<file path="config.mk">
export PLATFORM = sky130hd
export DESIGN_NAME = dsbpm_tbt_accumulator_flat
export DESIGN_NICKNAME = d
export VERILOG_FILES = /design/src/rtl/dsbpm_tbt_accumulator_pkg.sv /design/src/rtl/dsbpm_tbt_accumulator_if.sv /design/src/rtl/dsbpm_tbt_accumulator_chan_acc.sv /design/src/rtl/dsbpm_tbt_accumulator.sv /design/src/flat_wrapper.sv
export SDC_FILE = /design/constraint.sdc
export NUM_CORES = 1
export LEC_CHECK = 0
export BUFFER_PORTS_ARGS = -buffer_cell sky130_fd_sc_hd__buf_2
export CAP_MARGIN = 10
export CORE_ASPECT_RATIO = 1.5
export CORE_MARGIN = 2
export CORE_UTILIZATION = 35
export DETAILED_ROUTE_END_ITERATION = 12
export PLACE_DENSITY = 0.62
export REMOVE_ABC_BUFFERS = 1
export SLEW_MARGIN = 15
export SYNTH_ARGS = -nofsm -noshare
export SYNTH_HDL_FRONTEND = slang
export SYNTH_HIERARCHICAL = 1
export SYNTH_SLANG_ARGS = --single-unit
</file>
<file path="constraint.sdc">
create_clock -name clk -period 2.9 [get_ports clk]
set_input_delay 0.435 -clock clk [delete_from_list [all_inputs] [get_ports clk]]
set_output_delay 0.435 -clock clk [all_outputs]
set_load 0.02 [all_outputs]
</file>
<file path="src/rtl/dsbpm_tbt_accumulator_pkg.sv">
// Shared types, defaults and width helpers for the turn-by-turn accumulator.
package dsbpm_tbt_accumulator_pkg;

  localparam int CHANNEL_COUNT_DEF = 4;
  localparam int MAG_WIDTH_DEF     = 26;
  localparam int SITE_SPT_DEF      = 100;

  typedef enum logic [1:0] {
    ST_IDLE      = 2'd0,
    ST_SYNC_WAIT = 2'd1,
    ST_RUN       = 2'd2
  } state_e;

  // Bit positions of this block's flags in the status register word.
  localparam int STAT_CONFIG_ERROR     = 0;
  localparam int STAT_SYNCED           = 1;
  localparam int STAT_MARKER_MISSING   = 2;
  localparam int STAT_MARKER_MISPLACED = 3;

  // A full turn of maximum-magnitude samples fits without overflow.
  function automatic int acc_width(input int mag_w, input int site_spt);
    return mag_w + $clog2(site_spt);
  endfunction

  function automatic int spt_width(input int site_spt);
    return $clog2(site_spt + 1);
  endfunction

endpackage

</file>
<file path="src/rtl/dsbpm_tbt_accumulator_if.sv">
// Magnitude stream in, turn sums and status out.
interface dsbpm_tbt_accumulator_if
  import dsbpm_tbt_accumulator_pkg::*;
#(
  parameter int CHANNEL_COUNT = CHANNEL_COUNT_DEF,
  parameter int MAG_WIDTH     = MAG_WIDTH_DEF,
  parameter int SPT_WIDTH     = spt_width(SITE_SPT_DEF),
  parameter int ACC_WIDTH     = acc_width(MAG_WIDTH_DEF, SITE_SPT_DEF)
);
  logic                               enable;
  logic [SPT_WIDTH-1:0]               samplesPerTurn;
  logic                               magValid;
  logic [CHANNEL_COUNT*MAG_WIDTH-1:0] magData;
  logic                               turnMarker;
  logic                               tbtValid;
  logic [CHANNEL_COUNT*ACC_WIDTH-1:0] tbtData;
  logic [31:0]                        tbtTurnCount;
  logic                               markerMissing;
  logic                               markerMisplaced;
  logic                               configError;
  logic                               synced;

  modport master (
    output enable, samplesPerTurn, magValid, magData, turnMarker,
    input  tbtValid, tbtData, tbtTurnCount, markerMissing, markerMisplaced,
           configError, synced
  );

  modport slave (
    input  enable, samplesPerTurn, magValid, magData, turnMarker,
    output tbtValid, tbtData, tbtTurnCount, markerMissing, markerMisplaced,
           configError, synced
  );
endinterface

</file>
<file path="src/rtl/dsbpm_tbt_accumulator_chan_acc.sv">
// One channel: running turn sum plus the registered result of the last turn.
module dsbpm_tbt_chan_acc #(
  parameter int MAG_WIDTH = 26,
  parameter int ACC_WIDTH = 33
) (
  input  logic                 clk_i,
  input  logic                 rst_i,
  input  logic                 clear_i,
  input  logic                 load_i,
  input  logic                 add_i,
  input  logic                 commit_i,
  input  logic [MAG_WIDTH-1:0] sample_i,
  output logic [ACC_WIDTH-1:0] sum_o
);
  logic [ACC_WIDTH-1:0] acc_q, acc_d, out_q, out_d, sum;

  // A load restarts the turn at this sample; an add extends it.
  assign sum = (load_i ? '0 : acc_q) + ACC_WIDTH'(sample_i);

  // Next-state: accumulator follows load/add, output latches only on commit.
  always_comb begin
    acc_d = acc_q;
    out_d = out_q;
    if (clear_i)              acc_d = '0;
    else if (load_i || add_i) acc_d = sum;
    if (commit_i)             out_d = sum;
  end

  // Accumulator and turn-result registers.
  always_ff @(posedge clk_i or posedge rst_i) begin
    if (rst_i) begin
      acc_q <= '0;
      out_q <= '0;
    end else begin
      acc_q <= acc_d;
      out_q <= out_d;
    end
  end

  assign sum_o = out_q;
endmodule

</file>
<file path="src/rtl/dsbpm_tbt_accumulator.sv">
// Turn-by-turn accumulator: marker alignment, flywheel and resync control.
//
// state        | meaning
// ST_IDLE      | disabled, counters and accumulators cleared
// ST_SYNC_WAIT | tracking samplesPerTurn, waiting for a marker with a valid config
// ST_RUN       | synced, summing turns, flywheeling through missing markers
module dsbpm_tbt_accumulator
  import dsbpm_tbt_accumulator_pkg::*;
#(
  parameter int CHANNEL_COUNT         = CHANNEL_COUNT_DEF,
  parameter int MAG_WIDTH             = MAG_WIDTH_DEF,
  parameter int SITE_SAMPLES_PER_TURN = SITE_SPT_DEF,
  parameter int SPT_WIDTH             = spt_width(SITE_SAMPLES_PER_TURN),
  parameter int ACC_WIDTH             = acc_width(MAG_WIDTH, SITE_SAMPLES_PER_TURN)
) (
  input logic                     clk,
  input logic                     rst,
  dsbpm_tbt_accumulator_if.slave  bus
);
  logic [1:0]                         rst_sync_q;
  logic                               rst_int;
  state_e                             state_q, state_d;
  logic [SPT_WIDTH-1:0]               cnt_q, cnt_d, spt_q, spt_d, cnt_inc;
  logic [31:0]                        turn_cnt_q, turn_cnt_d;
  logic                               cfg_err_q, cfg_err_d;
  logic                               valid_q, missing_q, misplaced_q;
  logic                               cfg_bad, start, sync_hit;
  logic                               ctl_clear, ctl_load, ctl_add, ctl_commit;
  logic                               ev_missing, ev_misplaced;
  logic [CHANNEL_COUNT*ACC_WIDTH-1:0] tbt_data;

  // Internal reset asserts immediately, releases two clocks after rst drops.
  always_ff @(posedge clk or posedge rst) begin
    if (rst) rst_sync_q <= 2'b11;
    else     rst_sync_q <= {rst_sync_q[0], 1'b0};
  end
  assign rst_int = rst_sync_q[1];

  assign cfg_bad  = (bus.samplesPerTurn < SPT_WIDTH'(2)) ||
                    (bus.samplesPerTurn > SPT_WIDTH'(SITE_SAMPLES_PER_TURN));
  assign start    = (cnt_q == '0) || bus.turnMarker;
  assign cnt_inc  = start ? SPT_WIDTH'(1) : cnt_q + SPT_WIDTH'(1);
  assign sync_hit = bus.magValid && bus.turnMarker && !cfg_bad;

  // State register.
  always_ff @(posedge clk or posedge rst_int) begin
    if (rst_int) state_q <= ST_IDLE;
    else         state_q <= state_d;
  end

  // Next state: enable low wins over everything else.
  always_comb begin
    state_d = state_q;
    if (!bus.enable) state_d = ST_IDLE;
    else begin
      case (state_q)
        ST_IDLE:      state_d = ST_SYNC_WAIT;
        ST_SYNC_WAIT: if (sync_hit) state_d = ST_RUN;
        ST_RUN:       if (ctl_commit && cfg_bad) state_d = ST_SYNC_WAIT;
        default:      state_d = ST_IDLE;
      endcase
    end
  end

  // Datapath controls and status events decoded from state and the sample.
  always_comb begin
    ctl_clear    = 1'b0;
    ctl_load     = 1'b0;
    ctl_add      = 1'b0;
    ctl_commit   = 1'b0;
    ev_missing   = 1'b0;
    ev_misplaced = 1'b0;
    if (!bus.enable || state_q == ST_IDLE) begin
      ctl_clear = 1'b1;
    end else if (state_q == ST_SYNC_WAIT) begin
      ctl_load = sync_hit;
    end else if (state_q == ST_RUN && bus.magValid) begin
      ctl_load     = start;
      ctl_add      = !start;
      ev_missing   = (cnt_q == '0) && !bus.turnMarker;
      ev_misplaced = (cnt_q != '0) && bus.turnMarker;
      ctl_commit   = (cnt_inc == spt_q);
    end
  end

  // Sample counter, turn length latch, turn counter and config error.
  always_comb begin
    cnt_d      = cnt_q;
    spt_d      = spt_q;
    turn_cnt_d = turn_cnt_q;
    if (ctl_clear) begin
      cnt_d      = '0;
      turn_cnt_d = '0;
    end else begin
      if (state_q == ST_SYNC_WAIT) begin
        spt_d = bus.samplesPerTurn;
        cnt_d = sync_hit ? SPT_WIDTH'(1) : '0;
      end else if (ctl_load || ctl_add) begin
        cnt_d = ctl_commit ? '0 : cnt_inc;
      end
      if (ctl_commit) begin
        spt_d      = bus.samplesPerTurn;
        turn_cnt_d = turn_cnt_q + 32'd1;
      end
    end
    cfg_err_d = (state_d == ST_SYNC_WAIT) && cfg_bad;
  end

  // Control registers and one-cycle strobes.
  always_ff @(posedge clk or posedge rst_int) begin
    if (rst_int) begin
      cnt_q       <= '0;
      spt_q       <= '0;
      turn_cnt_q  <= '0;
      cfg_err_q   <= 1'b0;
      valid_q     <= 1'b0;
      missing_q   <= 1'b0;
      misplaced_q <= 1'b0;
    end else begin
      cnt_q       <= cnt_d;
      spt_q       <= spt_d;
      turn_cnt_q  <= turn_cnt_d;
      cfg_err_q   <= cfg_err_d;
      valid_q     <= ctl_commit;
      missing_q   <= ev_missing;
      misplaced_q <= ev_misplaced;
    end
  end

  for (genvar g = 0; g < CHANNEL_COUNT; g++) begin : g_chan
    dsbpm_tbt_chan_acc #(
      .MAG_WIDTH(MAG_WIDTH),
      .ACC_WIDTH(ACC_WIDTH)
    ) u_acc (
      .clk_i   (clk),
      .rst_i   (rst_int),
      .clear_i (ctl_clear),
      .load_i  (ctl_load),
      .add_i   (ctl_add),
      .commit_i(ctl_commit),
      .sample_i(bus.magData[g*MAG_WIDTH +: MAG_WIDTH]),
      .sum_o   (tbt_data[g*ACC_WIDTH +: ACC_WIDTH])
    );
  end

  assign bus.tbtValid        = valid_q;
  assign bus.tbtData         = tbt_data;
  assign bus.tbtTurnCount    = turn_cnt_q;
  assign bus.markerMissing   = missing_q;
  assign bus.markerMisplaced = misplaced_q;
  assign bus.configError     = cfg_err_q;
  assign bus.synced          = (state_q == ST_RUN);
endmodule

</file>
<file path="src/flat_wrapper.sv">
// flat-port wrapper written by rule: the top's interface ports become plain ports
module dsbpm_tbt_accumulator_flat import dsbpm_tbt_accumulator_pkg::*;
#(
  parameter int CHANNEL_COUNT         = CHANNEL_COUNT_DEF,
  parameter int MAG_WIDTH             = MAG_WIDTH_DEF,
  parameter int SITE_SAMPLES_PER_TURN = SITE_SPT_DEF,
  parameter int SPT_WIDTH             = spt_width(SITE_SAMPLES_PER_TURN),
  parameter int ACC_WIDTH             = acc_width(MAG_WIDTH, SITE_SAMPLES_PER_TURN)
)
  (clk, rst, bus_enable, bus_samplesPerTurn, bus_magValid, bus_magData, bus_turnMarker, bus_tbtValid, bus_tbtData, bus_tbtTurnCount, bus_markerMissing, bus_markerMisplaced, bus_configError, bus_synced);
  dsbpm_tbt_accumulator_if #(.CHANNEL_COUNT(CHANNEL_COUNT), .MAG_WIDTH(MAG_WIDTH), .SPT_WIDTH(SPT_WIDTH), .ACC_WIDTH(ACC_WIDTH)) bus_i ();
  input logic clk;
  input logic rst;
  input wire logic [$bits(bus_i.enable)-1:0] bus_enable;
  input wire logic [$bits(bus_i.samplesPerTurn)-1:0] bus_samplesPerTurn;
  input wire logic [$bits(bus_i.magValid)-1:0] bus_magValid;
  input wire logic [$bits(bus_i.magData)-1:0] bus_magData;
  input wire logic [$bits(bus_i.turnMarker)-1:0] bus_turnMarker;
  output wire logic [$bits(bus_i.tbtValid)-1:0] bus_tbtValid;
  output wire logic [$bits(bus_i.tbtData)-1:0] bus_tbtData;
  output wire logic [$bits(bus_i.tbtTurnCount)-1:0] bus_tbtTurnCount;
  output wire logic [$bits(bus_i.markerMissing)-1:0] bus_markerMissing;
  output wire logic [$bits(bus_i.markerMisplaced)-1:0] bus_markerMisplaced;
  output wire logic [$bits(bus_i.configError)-1:0] bus_configError;
  output wire logic [$bits(bus_i.synced)-1:0] bus_synced;
  assign bus_i.enable = bus_enable;
  assign bus_i.samplesPerTurn = bus_samplesPerTurn;
  assign bus_i.magValid = bus_magValid;
  assign bus_i.magData = bus_magData;
  assign bus_i.turnMarker = bus_turnMarker;
  assign bus_tbtValid = bus_i.tbtValid;
  assign bus_tbtData = bus_i.tbtData;
  assign bus_tbtTurnCount = bus_i.tbtTurnCount;
  assign bus_markerMissing = bus_i.markerMissing;
  assign bus_markerMisplaced = bus_i.markerMisplaced;
  assign bus_configError = bus_i.configError;
  assign bus_synced = bus_i.synced;
  dsbpm_tbt_accumulator #(.CHANNEL_COUNT(CHANNEL_COUNT), .MAG_WIDTH(MAG_WIDTH), .SITE_SAMPLES_PER_TURN(SITE_SAMPLES_PER_TURN), .SPT_WIDTH(SPT_WIDTH), .ACC_WIDTH(ACC_WIDTH)) u_core (.clk(clk), .rst(rst), .bus(bus_i));
endmodule
</file>
==> impl_metrics.ini, run 1 <==
[global_routing]
grt-ovfl-total = 0
gr-usage-all-layers_pct = 22.4
grt_pass1_wl_um = 114000
grt_max_degree = 67
antenna_found_initial = 1
grt_pass1_vias = 21810

[floorplanning]
core_area_um2 = 60800
rows = 111
dieArea_um2 = 63200
die-height_um = 307
die_w_um = 206
ios = 285
start_util_pct = 35.2

[critical_path]
critPathKind = reg -> reg
cp_data_required_time_ns = 3.37
critPathArrivalTime_ns = 4.32
crit_path_start_kind = flop
reg2reg_depth = 16
endpoint_kind = flop
path_max_fanout = 9

[min_path]
min_path_type = in -> reg
min_path_cells = 2

[routing]
drcViolationCount = 0
post_drt_wl_per_cell_um = 19.0
first_pass_iters = 5
routed_via_density = 5.42
drt_iter0_drc = 1113
num_vias = 20983
final_antenna_net_count = 0
wirelength_um = 73600

[place]
port-buffer-count = 284
pre_cts_ws_ns = -1.49
place_inst = 3720
gp_congestion = 0.927
hpwl_um = 53600

[sta]
max_freq_mhz = 260
period_share_pct = 133
tightest_slew_ns = 0.882
hold_violations = 0
rsz0062_at_grt = true
slew_headroom_pct = 41.2
layout_min_cycle_time_ns = 3.85
hold_slack_ns = 0.113
drv_slew = 0
setup_violations = 291
worst_slack_ns = -0.947
finClkSkew_ns = 0.0401

[pwr]
power_density_nw_per_um2 = 352
combPwrFrac_pct = 12.7
leakagePower_nw = 14.8
switching_share_pct = 26.6
p_seq_share_pct = 41.5
total_power_w = 0.0109
intPower_w = 0.00799
netSwitchingPower_w = 0.00290
power_frac_clock_pct = 45.8
irDropWorstVdd_mv = 0.458

[synth]
synth_edf_count = 0
syn-instance-count = 2292
synth_area_um2 = 21400
avgSynthCellArea_um2 = 9.34
ys_seq_elements = 318
synth_top_area_share_pct = 36.9
synth_area_leaders = dfrtp_1, ha_1, mux2_2, a21oi_1, nor2b_1
synth_area_leader_cell = dfrtp_1
async_flop_share_pct = 100
ys_warn_count = 6
yosys-top-cells-count = dfrtp_1, a21oi_1, nand2_1, nor2_1, nor2b_1
seq_area_frac_synth_pct = 37.2
synth_cell_type_count = 96
ys.flop_type = dfrtp_1
synth.most_common_cell = dfrtp_1

[cells_and_area]
finish.net_count = 3279
final_cells = 3871
multi_input_comb_area_um2 = 14500
fin_util_pct = 50.9
syn2layout_area_growth_pct = 44.7
drive_gt1_share_pct = 44.8
n_fill_cell = 5545
diodes = 0
regArea_um2 = 7960

[cts]
cts_buffer_depth = 3
htreeDepth = 2
cts_root_buffer = clkbuf_16
numCtsBuffers = 38
clk_pin_slew_worst_paths_ns = 0.06
cts_tree = done
cts.sinks = 318
worstSkewPairLatency_ns = 0.60

[job]
cap_violations = 0

[outcome]
outcome = finished with violations
violations = setup timing
final cells by class:
type | count | area share, %
Timing Repair inverter | 1 | 0.0162
Inverter | 70 | 0.864
Timing Repair Buffer | 834 | 19.4
Sequential cell | 318 | 25.7
Clock buffer | 50 | 3.47
Multi-Input combinational cell | 1789 | 46.8
Clock inverter | 18 | 0.630
Tap cell | 791 | 3.19
through the flow:
step | TNS (ns) | instance area (um2)
6_report | -173.94 | 31000
5_1_grt | -225.59 | 31000
4_1_cts | -167.63 | 29500
3_5_place_dp | -265.97 | 26900
3_3_place_gp | -268.89 | 26900
2_1_floorplan | -1773.63 | 20800
path summary, 6_finish.rpt:
kind | end | from | slack, ns
max | u_core/g_chan[1].u_acc/sum_o[24] | u_core/cnt_q[6] | -0.95
min | u_core/spt_q[3] | bus_samplesPerTurn[3] | 0.11
max reg2reg | u_core/g_chan[1].u_acc/sum_o[24] | u_core/cnt_q[6] | -0.95
min reg2reg | u_core/rst_sync_q[1] | u_core/rst_sync_q[0] | 0.35
max in group asynchronous | u_core/g_chan[0].u_acc/sum_o[13] | u_core/rst_sync_q[1] | 1.63
min in group asynchronous | u_core/g_chan[2].u_acc/acc_q[1] | u_core/rst_sync_q[1] | 0.41
flip-flops by register name, indices dropped and copies added, names as in the netlist:
name,cells
u_core/g_chan.u_acc/sum_o,132
u_core/rst_sync_q,2
u_core/bus.tbtValid,1
u_core/bus.markerMissing,1
u_core/cnt_q,7
u_core/bus.tbtTurnCount,32
u_core/state_q,2
u_core/bus.configError,1
u_core/g_chan.u_acc/acc_q,132
u_core/spt_q,7
u_core/bus.markerMisplaced,1
kinds of logic (layout without fill, tap and decap cells):
group / after synthesis / in the layout / share of synthesized area [%]
AOI/OAI and AO/OA: 683 / 683 / 22.9
xor gates and xnor gates: 101 / 101 / 4.19
adders and majority gates: 111 / 111 / 6.62
buffers and inverters: 185 / 973 / 4.33
DFF: 318 / 318 / 37.2
muxes: 116 / 116 / 6.03
other: 1 / 1 / 0.0175
and+or+nand+nor: 777 / 777 / 18.8
routing by layer:
layer  track usage (%)  wire length, um  up-vias
met1              25.0            28600    10401
li1                  -                -     9943
met4              10.4             3200        2
met2              40.7            38500      466
met3              4.08             3330      171
met5                 0               13        -
repair_timing:
item	in CTS	in global routing
hold buffers	1	0
pin swaps	86	113
hold endpoints to repair	2	0
gates cloned	1	2
setup endpoints to repair	252	306
setup buffers	41	41
resized for setup	215	245
cells in the final DEF (no fill, tap or decap), types with 13 or more instances in the layout:
master	n
or3_1	24
xnor2_2	16
nand2b_1	24
o211ai_1	15
buf_4	478
o21ai_2	26
inv_1	61
ha_1	65
a21oi_2	55
mux2_2	84
nand2_2	19
a21oi_1	135
nand3_1	65
clkbuf_16	39
buf_12	18
xor2_1	27
xnor2_1	47
a21o_1	30
nor2_1	128
mux2_4	20
o21a_1	26
buf_6	48
a22o_1	88
nor2b_2	15
nor2b_1	110
a211oi_2	13
a21oi_4	15
dfrtp_1	316
o21ai_0	64
ha_4	33
o21ai_1	25
nor3_1	25
nand4_1	46
buf_2	284
nand2_1	167
and3_1	28
power groups by stage:
stage / Clock (W) / Combinational, W / Sequential, W
floorplan: 0 / 0.000574 / 0.00461
global placement: 0 / 0.00116 / 0.00460
detailed placement: 0 / 0.00118 / 0.00460
CTS: 0.00514 / 0.00127 / 0.00452
global route: 0.00529 / 0.00150 / 0.00453
finish: 0.00499 / 0.00138 / 0.00453
critical path, stage by stage (launching register included):
cell and delay [ns]:
dfrtp_1 0.38, or4_4 0.58, o21ai_4 0.16, a21oi_2 0.08
nor2_4 0.14, buf_12 0.18, buf_6 0.11, nor2b_1 0.04
ha_1 0.31, nor2b_2 0.18, o31a_1 0.39, o21ai_2 0.24
a21oi_4 0.11, buf_6 0.13, o31ai_4 0.30, xnor2_1 0.13
mux2_2 0.28
(Power assumes the default switching activity.)
==> run 2, diff against run 1 <==
PLACE_DENSITY = 0.63   (was 0.62)
SYNTH_HIERARCHICAL = not set   (was 1)
==> impl_metrics.ini, run 2 <==
[critical_path]
critical_path.most_common_cell = ha_4
cpPeakStageDelay_ns = 0.44
timing.rr.start = u_core.cnt_q[0]
ff2ff_setup_slack_ns = -1.11
critical-path-top-delay-family = compound AO/OA/AOI/OAI gates
critPathArrivalTime_ns = 4.45
worstReg2RegEnd = u_core.g_chan[2].u_acc.acc_q[31]
crit_path_start_kind = flop
worst-path-buf-inv = 5
critPathKind = reg -> reg
cp_cell_sequence = inv_2, ha_4, nor4b_4, a21oi_2, nor2_2, o21ai_4, buf_12, buf_8, buf_6, nand2_4, inv_4, ha_4, a211oi_4, o211ai_1, nand4_1, a41o_1, a2111o_1, nand4b_1, nand3_2, or3_1, o21ai_1
cp.depth = 21
cp_data_required_time_ns = 3.35
slowest_stage = a2111o_1
path_max_fanout = 8
reg2reg_depth = 21
endpoint_kind = flop

[place]
dpl_cell_area_um2 = 23600
hpwl_um = 43700
port-buffer-count = 284
gp_congestion = 0.909

[synth]
synth_top_area_share_pct = 42.2
ys_warn_count = 0
synth_area_um2 = 18700
synth_area_leader_cell = dfrtp_1
synth_cell_type_count = 77
ys.flop_type = dfrtp_1
ys_seq_elements = 318
async_flop_share_pct = 100
seq_area_frac_synth_pct = 42.5
syn-instance-count = 2083
avgSynthCellArea_um2 = 9.00
synth_edf_count = 0
yosys-top-cells-count = nand2_1, dfrtp_1, o21ai_0, a21oi_1, and2_1
synth_area_leaders = dfrtp_1, ha_1, nand2_1, o21ai_0, xor2_1
synth.most_common_cell = nand2_1

[sta]
rsz0062_at_grt = true
drv_slew = 0
tns_ns = -158.19
finClkSkew_ns = 0.0154
hold_violations = 0
setup_violations = 228
period_share_pct = 138
worst_slack_ns = -1.11
hold_slack_ns = 0.156
tightest_slew_ns = 0.823
max_freq_mhz = 250
layout_min_cycle_time_ns = 4.01
slew_headroom_pct = 44.9

[global_routing]
grt_pass1_wl_um = 100000
grt_max_degree = 94
gr-usage-all-layers_pct = 22.8
grt-ovfl-total = 0
antenna_found_initial = 3
grt_pass1_vias = 19059

[cts]
clk_pin_slew_worst_paths_ns = 0.06
worstSkewPairLatency_ns = 0.53
cts.sinks = 318
cts_root_buffer = clkbuf_16
htreeDepth = 2
cts_tree = done
numCtsBuffers = 37
cts_buffer_depth = 3

[cells_and_area]
final_cell_mix = buf_4, nand2_1, dfrtp_1, buf_2, o21ai_1
regArea_um2 = 7960
syn2layout_area_growth_pct = 55.2
finish.net_count = 3000
n_fill_cell = 4554
multi_input_comb_area_um2 = 13300
drive_gt1_share_pct = 44.7
fin_util_pct = 55.1
final_common_cell = buf_4
design_area_um2 = 29100

[min_path]
min_path_cells = 2
hold_start = bus_samplesPerTurn[0]
hold_end = u_core.spt_q[0]
min_path_type = in -> reg

[routing]
num_vias = 18463
routed_via_density = 5.30
post_drt_wl_per_cell_um = 19.5
drcViolationCount = 0
first_pass_iters = 5
drt_iter0_drc = 716
final_antenna_net_count = 0
wirelength_um = 67700

[floorplanning]
start_util_pct = 35.5
core_area_um2 = 52800
die-height_um = 287
dieArea_um2 = 55500
ios = 285
die_w_um = 193
rows = 103

[pwr]
irDropWorstVdd_mv = 0.394
power_density_nw_per_um2 = 384
total_power_w = 0.0112
leakagePower_nw = 14.1

[job]
cap_violations = 0

[outcome]
violations = setup timing
outcome = finished with violations
-- run 2: cell count changes in the layout (fill, tap and decap cells not counted), moves of 73 or more --
cell     change
a21oi_1     -79
buf_4      -124
mux2_2      -73
nand2_1    +167
nor2b_1     -94
o21ai_1    +109
-- run 2: power by group --
group / switching [W] / internal (W) / total [W]
Clock: 0.00193 / 0.00271 / 0.00465
Sequential: 0.0000525 / 0.00450 / 0.00456
Combinational: 0.00103 / 0.000939 / 0.00197
-- run 2: through the flow --
stage	worst slack, ns	instances
2_1_floorplan	-6.15	1992
3_3_place_gp	-1.30	3306
3_5_place_dp	-1.38	3306
4_1_cts	-1.07	3434
5_1_grt	-1.25	3481
6_report	-1.11	3483
-- run 2: final cells by class --
class / count / area share, %
Tap cell: 682 / 2.93
Clock inverter: 13 / 0.417
Multi-Input combinational cell: 1628 / 45.7
Sequential cell: 318 / 27.4
Inverter: 46 / 0.628
Timing Repair Buffer: 742 / 19.3
Antenna cell: 5 / 0.0430
Clock buffer: 49 / 3.61
-- run 2: how the worst max path moves through the flow --
stage	from	end
global route	u_core.cnt_q[0]	u_core.g_chan[1].u_acc.acc_q[28]
finish	u_core.cnt_q[0]	u_core.g_chan[2].u_acc.acc_q[31]
floorplan	u_core.rst_sync_q[1]	u_core.bus.configError
detailed placement	u_core.cnt_q[0]	u_core.g_chan[3].u_acc.acc_q[28]
CTS	u_core.cnt_q[0]	u_core.g_chan[2].u_acc.acc_q[31]
global placement	bus_samplesPerTurn[1]	u_core.g_chan[3].u_acc.sum_o[28]
-- run 2: layer usage --
metal	wire length [um]	GRT usage (%)	up-vias
li1	-	-	8661
met1	25500	25.8	9128
met2	34900	41.2	500
met3	3880	4.21	174
met4	3390	10.1	0
met5	0	0	-
-- run 2: logic make-up (layout without fill, tap and decap cells) --
kind of cell    Yosys count  after routing  share of synthesized area, %
xor+xnor                145            145                          6.89
buf+inv                 137            850                          2.89
mux                      23             23                          1.35
simple gates            758            758                          19.3
other cells               1              6                        0.0200
flops                   318            318                          42.5
fa+ha+maj               111            111                          7.57
compound gates          590            590                          19.5
-- run 2: what timing repair did --
item	4_1_cts	5_1_grt
endpoints found under the setup margin	288	294
buffers inserted	65	59
gates cloned	7	6
hold buffers	1	0
pin swaps	201	245
endpoints found under the hold margin	2	0
gates resized for setup	417	367
